==> src/rtl/curve_correct_pipe_if.sv <==
// rtl/curve_correct_pipe_if.sv - pixel stream, coefficient write port and corrected output of curve_correct_pipe.
// clip_cnt exists only when CC_CLIP_COUNT_EN is defined.
interface curve_correct_pipe_if #(
  parameter int DATA_WIDTH = 10,
  parameter int CNT_WIDTH  = 20
);
  logic                  pix_dval;
  logic                  pix_fval;
  logic [DATA_WIDTH-1:0] pix_red;
  logic [DATA_WIDTH-1:0] pix_green;
  logic [DATA_WIDTH-1:0] pix_blue;
  logic                  wr_en;
  logic [2:0]            wr_addr;
  logic [15:0]           wr_data;
  logic                  cor_dval;
  logic [DATA_WIDTH-1:0] cor_red;
  logic [DATA_WIDTH-1:0] cor_green;
  logic [DATA_WIDTH-1:0] cor_blue;
`ifdef CC_CLIP_COUNT_EN
  logic [CNT_WIDTH-1:0]  clip_cnt;
`endif

  modport master (
    output pix_dval, pix_fval, pix_red, pix_green, pix_blue,
    output wr_en, wr_addr, wr_data,
`ifdef CC_CLIP_COUNT_EN
    input  clip_cnt,
`endif
    input  cor_dval, cor_red, cor_green, cor_blue
  );

  modport slave (
    input  pix_dval, pix_fval, pix_red, pix_green, pix_blue,
    input  wr_en, wr_addr, wr_data,
`ifdef CC_CLIP_COUNT_EN
    output clip_cnt,
`endif
    output cor_dval, cor_red, cor_green, cor_blue
  );
endinterface

==> src/rtl/curve_correct_pipe.sv <==
// rtl/curve_correct_pipe.sv - 3-stage per-channel RGB offset/gain correction with blanking-only coefficient update.
// Optional saturated-pixel counter enabled by CC_CLIP_COUNT_EN.
module curve_correct_pipe #(
  parameter int DATA_WIDTH = 10,
  parameter int GAIN_WIDTH = 12,
  parameter int GAIN_FRAC  = 9,
  parameter int CNT_WIDTH  = 20
) (
  input logic               clk,
  input logic               rst,
  curve_correct_pipe_if.slave bus
);
  localparam int PW = DATA_WIDTH + GAIN_WIDTH + 2;
  localparam logic signed [PW-1:0] MAX_V = PW'((1 << DATA_WIDTH) - 1);

  logic [GAIN_WIDTH-1:0] sh_gain [3];
  logic [GAIN_WIDTH-1:0] ac_gain [3];
  logic [DATA_WIDTH-1:0] sh_off  [3];
  logic [DATA_WIDTH-1:0] ac_off  [3];
  logic                  sh_byp, ac_byp;

  logic [DATA_WIDTH-1:0] pix [3];
  assign pix[0] = bus.pix_red;
  assign pix[1] = bus.pix_green;
  assign pix[2] = bus.pix_blue;

  // Active takes the pre-write shadow value, so a write coinciding with a transfer lands one blanking cycle later.
  always_ff @(posedge clk) begin
    if (rst) begin
      sh_gain <= '{GAIN_WIDTH'(500), GAIN_WIDTH'(420), GAIN_WIDTH'(500)};
      ac_gain <= '{GAIN_WIDTH'(500), GAIN_WIDTH'(420), GAIN_WIDTH'(500)};
      sh_off  <= '{DATA_WIDTH'(10), DATA_WIDTH'(30), DATA_WIDTH'(10)};
      ac_off  <= '{DATA_WIDTH'(10), DATA_WIDTH'(30), DATA_WIDTH'(10)};
      sh_byp  <= 1'b0;
      ac_byp  <= 1'b0;
    end else begin
      if (bus.wr_en) begin
        case (bus.wr_addr)
          3'd0: sh_gain[0] <= bus.wr_data[GAIN_WIDTH-1:0];
          3'd1: sh_off[0]  <= bus.wr_data[DATA_WIDTH-1:0];
          3'd2: sh_gain[1] <= bus.wr_data[GAIN_WIDTH-1:0];
          3'd3: sh_off[1]  <= bus.wr_data[DATA_WIDTH-1:0];
          3'd4: sh_gain[2] <= bus.wr_data[GAIN_WIDTH-1:0];
          3'd5: sh_off[2]  <= bus.wr_data[DATA_WIDTH-1:0];
          3'd6: sh_byp     <= bus.wr_data[0];
          default: ;
        endcase
      end
      if (!bus.pix_fval) begin
        ac_gain <= sh_gain;
        ac_off  <= sh_off;
        ac_byp  <= sh_byp;
      end
    end
  end

  logic signed [DATA_WIDTH:0]   s1_diff [3];
  logic [GAIN_WIDTH-1:0]        s1_gain [3];
  logic [DATA_WIDTH-1:0]        s1_raw  [3];
  logic [DATA_WIDTH-1:0]        s2_raw  [3];
  logic signed [PW-1:0]         s2_prod [3];
  logic [DATA_WIDTH-1:0]        out     [3];
  logic                         s1_v, s2_v, out_v, s1_byp, s2_byp;
  logic signed [PW-1:0]         shifted [3];
  logic [2:0]                   sat_lo, sat_hi;
  logic [DATA_WIDTH-1:0]        clamped [3];

  always_comb begin
    sat_lo = '0;
    sat_hi = '0;
    for (int c = 0; c < 3; c++) begin
      shifted[c] = s2_prod[c] >>> GAIN_FRAC;
      clamped[c] = shifted[c][DATA_WIDTH-1:0];
      if (shifted[c] < 0) begin
        sat_lo[c]  = 1'b1;
        clamped[c] = '0;
      end else if (shifted[c] > MAX_V) begin
        sat_hi[c]  = 1'b1;
        clamped[c] = '1;
      end
    end
  end

  // Coefficients travel with the pixel so every stage uses the set sampled at input.
  always_ff @(posedge clk) begin
    if (rst) begin
      s1_diff <= '{default: '0};
      s1_gain <= '{default: '0};
      s1_raw  <= '{default: '0};
      s2_raw  <= '{default: '0};
      s2_prod <= '{default: '0};
      out     <= '{default: '0};
      s1_v    <= 1'b0;
      s2_v    <= 1'b0;
      out_v   <= 1'b0;
      s1_byp  <= 1'b0;
      s2_byp  <= 1'b0;
    end else begin
      for (int c = 0; c < 3; c++) begin
        s1_diff[c] <= $signed({1'b0, pix[c]}) - $signed({1'b0, ac_off[c]});
        s1_gain[c] <= ac_gain[c];
        s1_raw[c]  <= pix[c];
        s2_prod[c] <= PW'(s1_diff[c]) * PW'($signed({1'b0, s1_gain[c]}));
        s2_raw[c]  <= s1_raw[c];
        out[c]     <= s2_byp ? s2_raw[c] : clamped[c];
      end
      s1_v   <= bus.pix_dval;
      s2_v   <= s1_v;
      out_v  <= s2_v;
      s1_byp <= ac_byp;
      s2_byp <= s1_byp;
    end
  end

  assign bus.cor_dval  = out_v;
  assign bus.cor_red   = out[0];
  assign bus.cor_green = out[1];
  assign bus.cor_blue  = out[2];

`ifdef CC_CLIP_COUNT_EN
  logic                 fval_d;
  logic                 hit;
  logic [CNT_WIDTH-1:0] cnt, clip_q;

  assign hit = s2_v && !s2_byp && ((|sat_lo) || (|sat_hi));

  // A clipped pixel on the falling-edge cycle opens the new frame's count.
  always_ff @(posedge clk) begin
    if (rst) begin
      fval_d <= 1'b0;
      cnt    <= '0;
      clip_q <= '0;
    end else begin
      fval_d <= bus.pix_fval;
      if (fval_d && !bus.pix_fval) begin
        clip_q <= cnt;
        cnt    <= CNT_WIDTH'(hit);
      end else if (hit && (cnt != '1)) begin
        cnt <= cnt + 1'b1;
      end
    end
  end

  assign bus.clip_cnt = clip_q;
`endif
endmodule

==> src/flat_wrapper.sv <==
// flat-port wrapper written by rule: the top's interface ports become plain ports
module curve_correct_pipe_flat 
#(
  parameter int DATA_WIDTH = 10,
  parameter int GAIN_WIDTH = 12,
  parameter int GAIN_FRAC  = 9,
  parameter int CNT_WIDTH  = 20
)
  (clk, rst, bus_pix_dval, bus_pix_fval, bus_pix_red, bus_pix_green, bus_pix_blue, bus_wr_en, bus_wr_addr, bus_wr_data, bus_cor_dval, bus_cor_red, bus_cor_green, bus_cor_blue);
  curve_correct_pipe_if #(.DATA_WIDTH(DATA_WIDTH), .CNT_WIDTH(CNT_WIDTH)) bus_i ();
  input logic clk;
  input logic rst;
  input wire logic [$bits(bus_i.pix_dval)-1:0] bus_pix_dval;
  input wire logic [$bits(bus_i.pix_fval)-1:0] bus_pix_fval;
  input wire logic [$bits(bus_i.pix_red)-1:0] bus_pix_red;
  input wire logic [$bits(bus_i.pix_green)-1:0] bus_pix_green;
  input wire logic [$bits(bus_i.pix_blue)-1:0] bus_pix_blue;
  input wire logic [$bits(bus_i.wr_en)-1:0] bus_wr_en;
  input wire logic [$bits(bus_i.wr_addr)-1:0] bus_wr_addr;
  input wire logic [$bits(bus_i.wr_data)-1:0] bus_wr_data;
  output wire logic [$bits(bus_i.cor_dval)-1:0] bus_cor_dval;
  output wire logic [$bits(bus_i.cor_red)-1:0] bus_cor_red;
  output wire logic [$bits(bus_i.cor_green)-1:0] bus_cor_green;
  output wire logic [$bits(bus_i.cor_blue)-1:0] bus_cor_blue;
  assign bus_i.pix_dval = bus_pix_dval;
  assign bus_i.pix_fval = bus_pix_fval;
  assign bus_i.pix_red = bus_pix_red;
  assign bus_i.pix_green = bus_pix_green;
  assign bus_i.pix_blue = bus_pix_blue;
  assign bus_i.wr_en = bus_wr_en;
  assign bus_i.wr_addr = bus_wr_addr;
  assign bus_i.wr_data = bus_wr_data;
  assign bus_cor_dval = bus_i.cor_dval;
  assign bus_cor_red = bus_i.cor_red;
  assign bus_cor_green = bus_i.cor_green;
  assign bus_cor_blue = bus_i.cor_blue;
  curve_correct_pipe #(.DATA_WIDTH(DATA_WIDTH), .GAIN_WIDTH(GAIN_WIDTH), .GAIN_FRAC(GAIN_FRAC), .CNT_WIDTH(CNT_WIDTH)) u_core (.clk(clk), .rst(rst), .bus(bus_i));
endmodule
==> config.mk <==
export PLATFORM = sky130hd
export DESIGN_NAME = curve_correct_pipe_flat
export DESIGN_NICKNAME = d
export VERILOG_FILES = /design/src/rtl/curve_correct_pipe_if.sv /design/src/rtl/curve_correct_pipe.sv /design/src/flat_wrapper.sv
export SDC_FILE = /design/constraint.sdc
export NUM_CORES = 1
export LEC_CHECK = 0
export ABC_AREA = 0
export CORE_MARGIN = 2
export CORE_UTILIZATION = 57
export DETAILED_ROUTE_END_ITERATION = 10
export PLACE_DENSITY = 0.87
export REMOVE_ABC_BUFFERS = 1
export SYNTH_ARGS = -nofsm -noshare
export SYNTH_HDL_FRONTEND = slang
export SYNTH_SLANG_ARGS = --single-unit
==> constraint.sdc <==
create_clock -name clk -period 5.1 [get_ports clk]
set_clock_uncertainty 0.15 [all_clocks]
set_input_delay 1.02 -clock clk [delete_from_list [all_inputs] [get_ports clk]]
set_output_delay 1.02 -clock clk [all_outputs]
set_load 0.005 [all_outputs]
==> metrics.yaml <==
status: "finished, violations left"
violations: "setup timing"
rows: 76
antenna_found_initial: 1
syn_inst: 2767
yosysSeqAreaShare_pct: 27.6
vias_per_cell: 5.60
cts_sinks: 343
crit_fanout: 8
relSlewSlack_pct: 12.3
setup_viol: 14
ctsHoldBuffers: 0
grt_pass1_wl_um: 96000
start_util_pct: 57.7
antenna_left: 0
syn_area_per_cell_um2: 8.99
die_width_um: 213
worstSetupPathType: "reg -> reg"
dp_hpwl_um: 43300
fin_crit_sh_pct: 108
path_buf_inv: 4
setup_ws_ns: -0.429
grt-ovfl-total: 0
pre_cts_ws_ns: -0.398
track_usage_pct: 26.4
yosysUniqueCellTypes: 59
ioPinCount: 85
syn2layout_area_growth_pct: 19.7
cts_tree: "built"
synth_seq_cells: 343
fillers: 2811
start_kind: "flip-flop"
critical-path-top-delay-family: "adder cells"
final_cell_mix: "inv_1, nand2_1, dfxtp_1"
slew_viol_final: 0
yosysWarningCount: 0
cts_max_path_buffers: 3
crit_chain: "nand2_1 -> fa_1 -> inv_1 -> fa_1 -> fa_1 -> fa_1 -> inv_1 -> fa_1 -> inv_1 -> ha_4 -> a21o_1 -> a221o_1 -> a21oi_4 -> buf_6 -> a21oi_2 -> or3_1 -> and3b_1"
drc: 0
num_vias: 20000
gp_congestion: 0.920
cts_max_level: 2
end_kind: "flip-flop"
root_buffer: "clkbuf_16"
wl_per_cell_um: 18.2
grt_max_degree: 140
rr_worst_depth: 17
placed_area_um2: 27100
core_area_um2: 43100
path_depth: 17
crit_required_ns: 5.40
arrival_ns: 5.83
ir_worst_vdd_v: 0.000202
hold_depth: 1
post-route-min-period_ns: 5.53
synth_area_um2: 24900
dr.pass1.iters: 6
finalHoldViolCount: 0
rsz0062_at_grt: "true"
powerDensity_nw_per_um2: 287
wl_um: 64800
synth_ff_type: "dfxtp_1"
synth-async-reset-ratio_pct: 0
critPathMaxStageDelay_ns: 0.65
leakage_nw: 14.3
layout_commonest_cell: "inv_1"
worst_pin_slew_ns: 1.31
final_cell_area_um2: 29800
clock_latency_ns: 0.57
layout.nets: 3514
hold_path_class: "reg -> reg"
portBuffers: 80
cpMostUsedCell: "fa_1"
drv_cap: 0
drt_iter0_markers: 1646
path_clk_slew_ns: 0.07
first_global_vias: 20200
cts_buffers: 37
drive_above_1_share_pct: 15.9
cpMaxStageDelayCell: "fa_1"
dieArea_um2: 45300
max_freq_mhz: 181
die_y_um: 213
synth_edf_count: 0
state kept, by name, indices dropped and copies added, names as in the netlist:
signal	flops
u_core.s2_prod	45
u_core.ac_gain	36
u_core.s1_gain	36
u_core.sh_gain	36
u_core.s1_diff	33
u_core.ac_off	30
u_core.s1_raw	30
u_core.s2_raw	30
u_core.sh_off	30
u_core.bus.cor_blue	10
u_core.bus.cor_green	10
u_core.bus.cor_red	10
u_core.ac_byp	1
u_core.bus.cor_dval	1
u_core.s1_byp	1
u_core.s1_v	1
u_core.s2_byp	1
u_core.s2_v	1
u_core.sh_byp	1
per-stage QoR:
step / hold slack [ns] / std cells / setup TNS [ns] / total power [W] / utilization (%)
final: 0.284 / 3563 / -3.58 / 0.00854 / 69.1
after floorplan: 0.264 / 2631 / -0.164 / 0.00431 / -
after detailed placement: 0.273 / 3457 / -4.23 / 0.00514 / 63.0
after CTS: 0.287 / 3530 / -0.105 / 0.00810 / 66.7
after global routing: 0.296 / 3562 / -5.77 / 0.00895 / 69.1
after global placement: 0.265 / 3457 / -1.84 / 0.00503 / 63.0
cells in the mapped netlist (3+ instances only):
cell type,n,share of area [%]
inv_1,389,5.9
dfxtp_1,343,28
nand2_1,335,5.1
fa_1,267,21
ha_1,243,12
nor2_1,209,3.2
and2_1,182,4.6
nor2b_1,136,3.4
clkbuf_1,128,1.9
a21oi_1,101,2.0
nor3_1,67,1.3
mux2i_1,44,1.8
a21o_1,36,1.1
o21ai_0,30,0.60
a211o_1,24,0.85
nand3b_1,24,0.72
nand2b_1,23,0.58
xnor2_1,21,0.74
xor2_1,20,0.70
and3_1,17,0.43
nand3_1,14,0.28
o21a_1,13,0.39
a21boi_0,12,0.36
a211oi_1,10,0.30
buf_1,8,0.12
a2111oi_0,7,0.25
a31oi_1,7,0.18
a221o_1,5,0.20
o21bai_1,4,0.12
or3_1,4,0.10
mux2_2,3,0.14
nor3b_1,3,0.091
o211a_1,3,0.12
o22ai_1,3,0.075
or4_1,3,0.091
power by group:
group / total, W / switching (W) / internal [W]
clock: 0.00291 / 0.00116 / 0.00175
sequential: 0.00302 / 0.000136 / 0.00288
combinational: 0.00261 / 0.00140 / 0.00122
total: 0.00854 / 0.00269 / 0.00585
layout make-up:
class	count	area, µm²	share of cell area (%)
Clock inverter	15	230	0.773
Antenna cell	1	2.50	0.00841
Clock buffer	51	1080	3.63
Multi-Input combinational cell	1897	16800	56.5
Inverter	391	1480	4.96
Tap cell	585	732	2.46
Sequential cell	343	7030	23.6
Timing Repair Buffer	280	2400	8.08
logic make-up (layout without fill, tap and decap cells):
kind of cell,after synthesis,count (layout),share of synthesized area [%]
and+or+nand+nor,1026,1026,20.1
buffers and inverters,527,737,7.95
adders and majority gates,510,510,33.7
DFF,343,343,27.6
AOI/OAI and AO/OA,273,273,7.24
muxes,47,47,1.91
xor gates and xnor gates,41,41,1.44
other,0,1,0
worst paths after layout:
path                                      start                             to  slack, ns
hold reg to reg     u_core.s1_raw[7]$_SDFF_PP0_    u_core.s2_raw[7]$_SDFF_PP0_       0.28
setup / recovery  u_core.s1_diff[27]$_SDFF_PP0_  u_core.s2_prod[67]$_SDFF_PP0_      -0.43
hold / removal      u_core.s1_raw[7]$_SDFF_PP0_    u_core.s2_raw[7]$_SDFF_PP0_       0.28
setup reg to reg  u_core.s1_diff[27]$_SDFF_PP0_  u_core.s2_prod[67]$_SDFF_PP0_      -0.43
timing repair:
| action | in CTS | in global routing |
|---|---|---|
| buffers inserted | 7 | 34 |
| pin swaps | 33 | 110 |
| gates resized for setup | 87 | 195 |
| setup endpoints to repair | 29 | 34 |
| hold endpoints to repair | 0 | 0 |
routing by layer:
metal / GRT usage, % / part of all wire, %
met2: 46.6 / 50
met4: 11.6 / 5.7
met3: 3.71 / 6.5
met5: 0 / 0
met1: 32.2 / 38
Power figures use the tool's default switching activity.
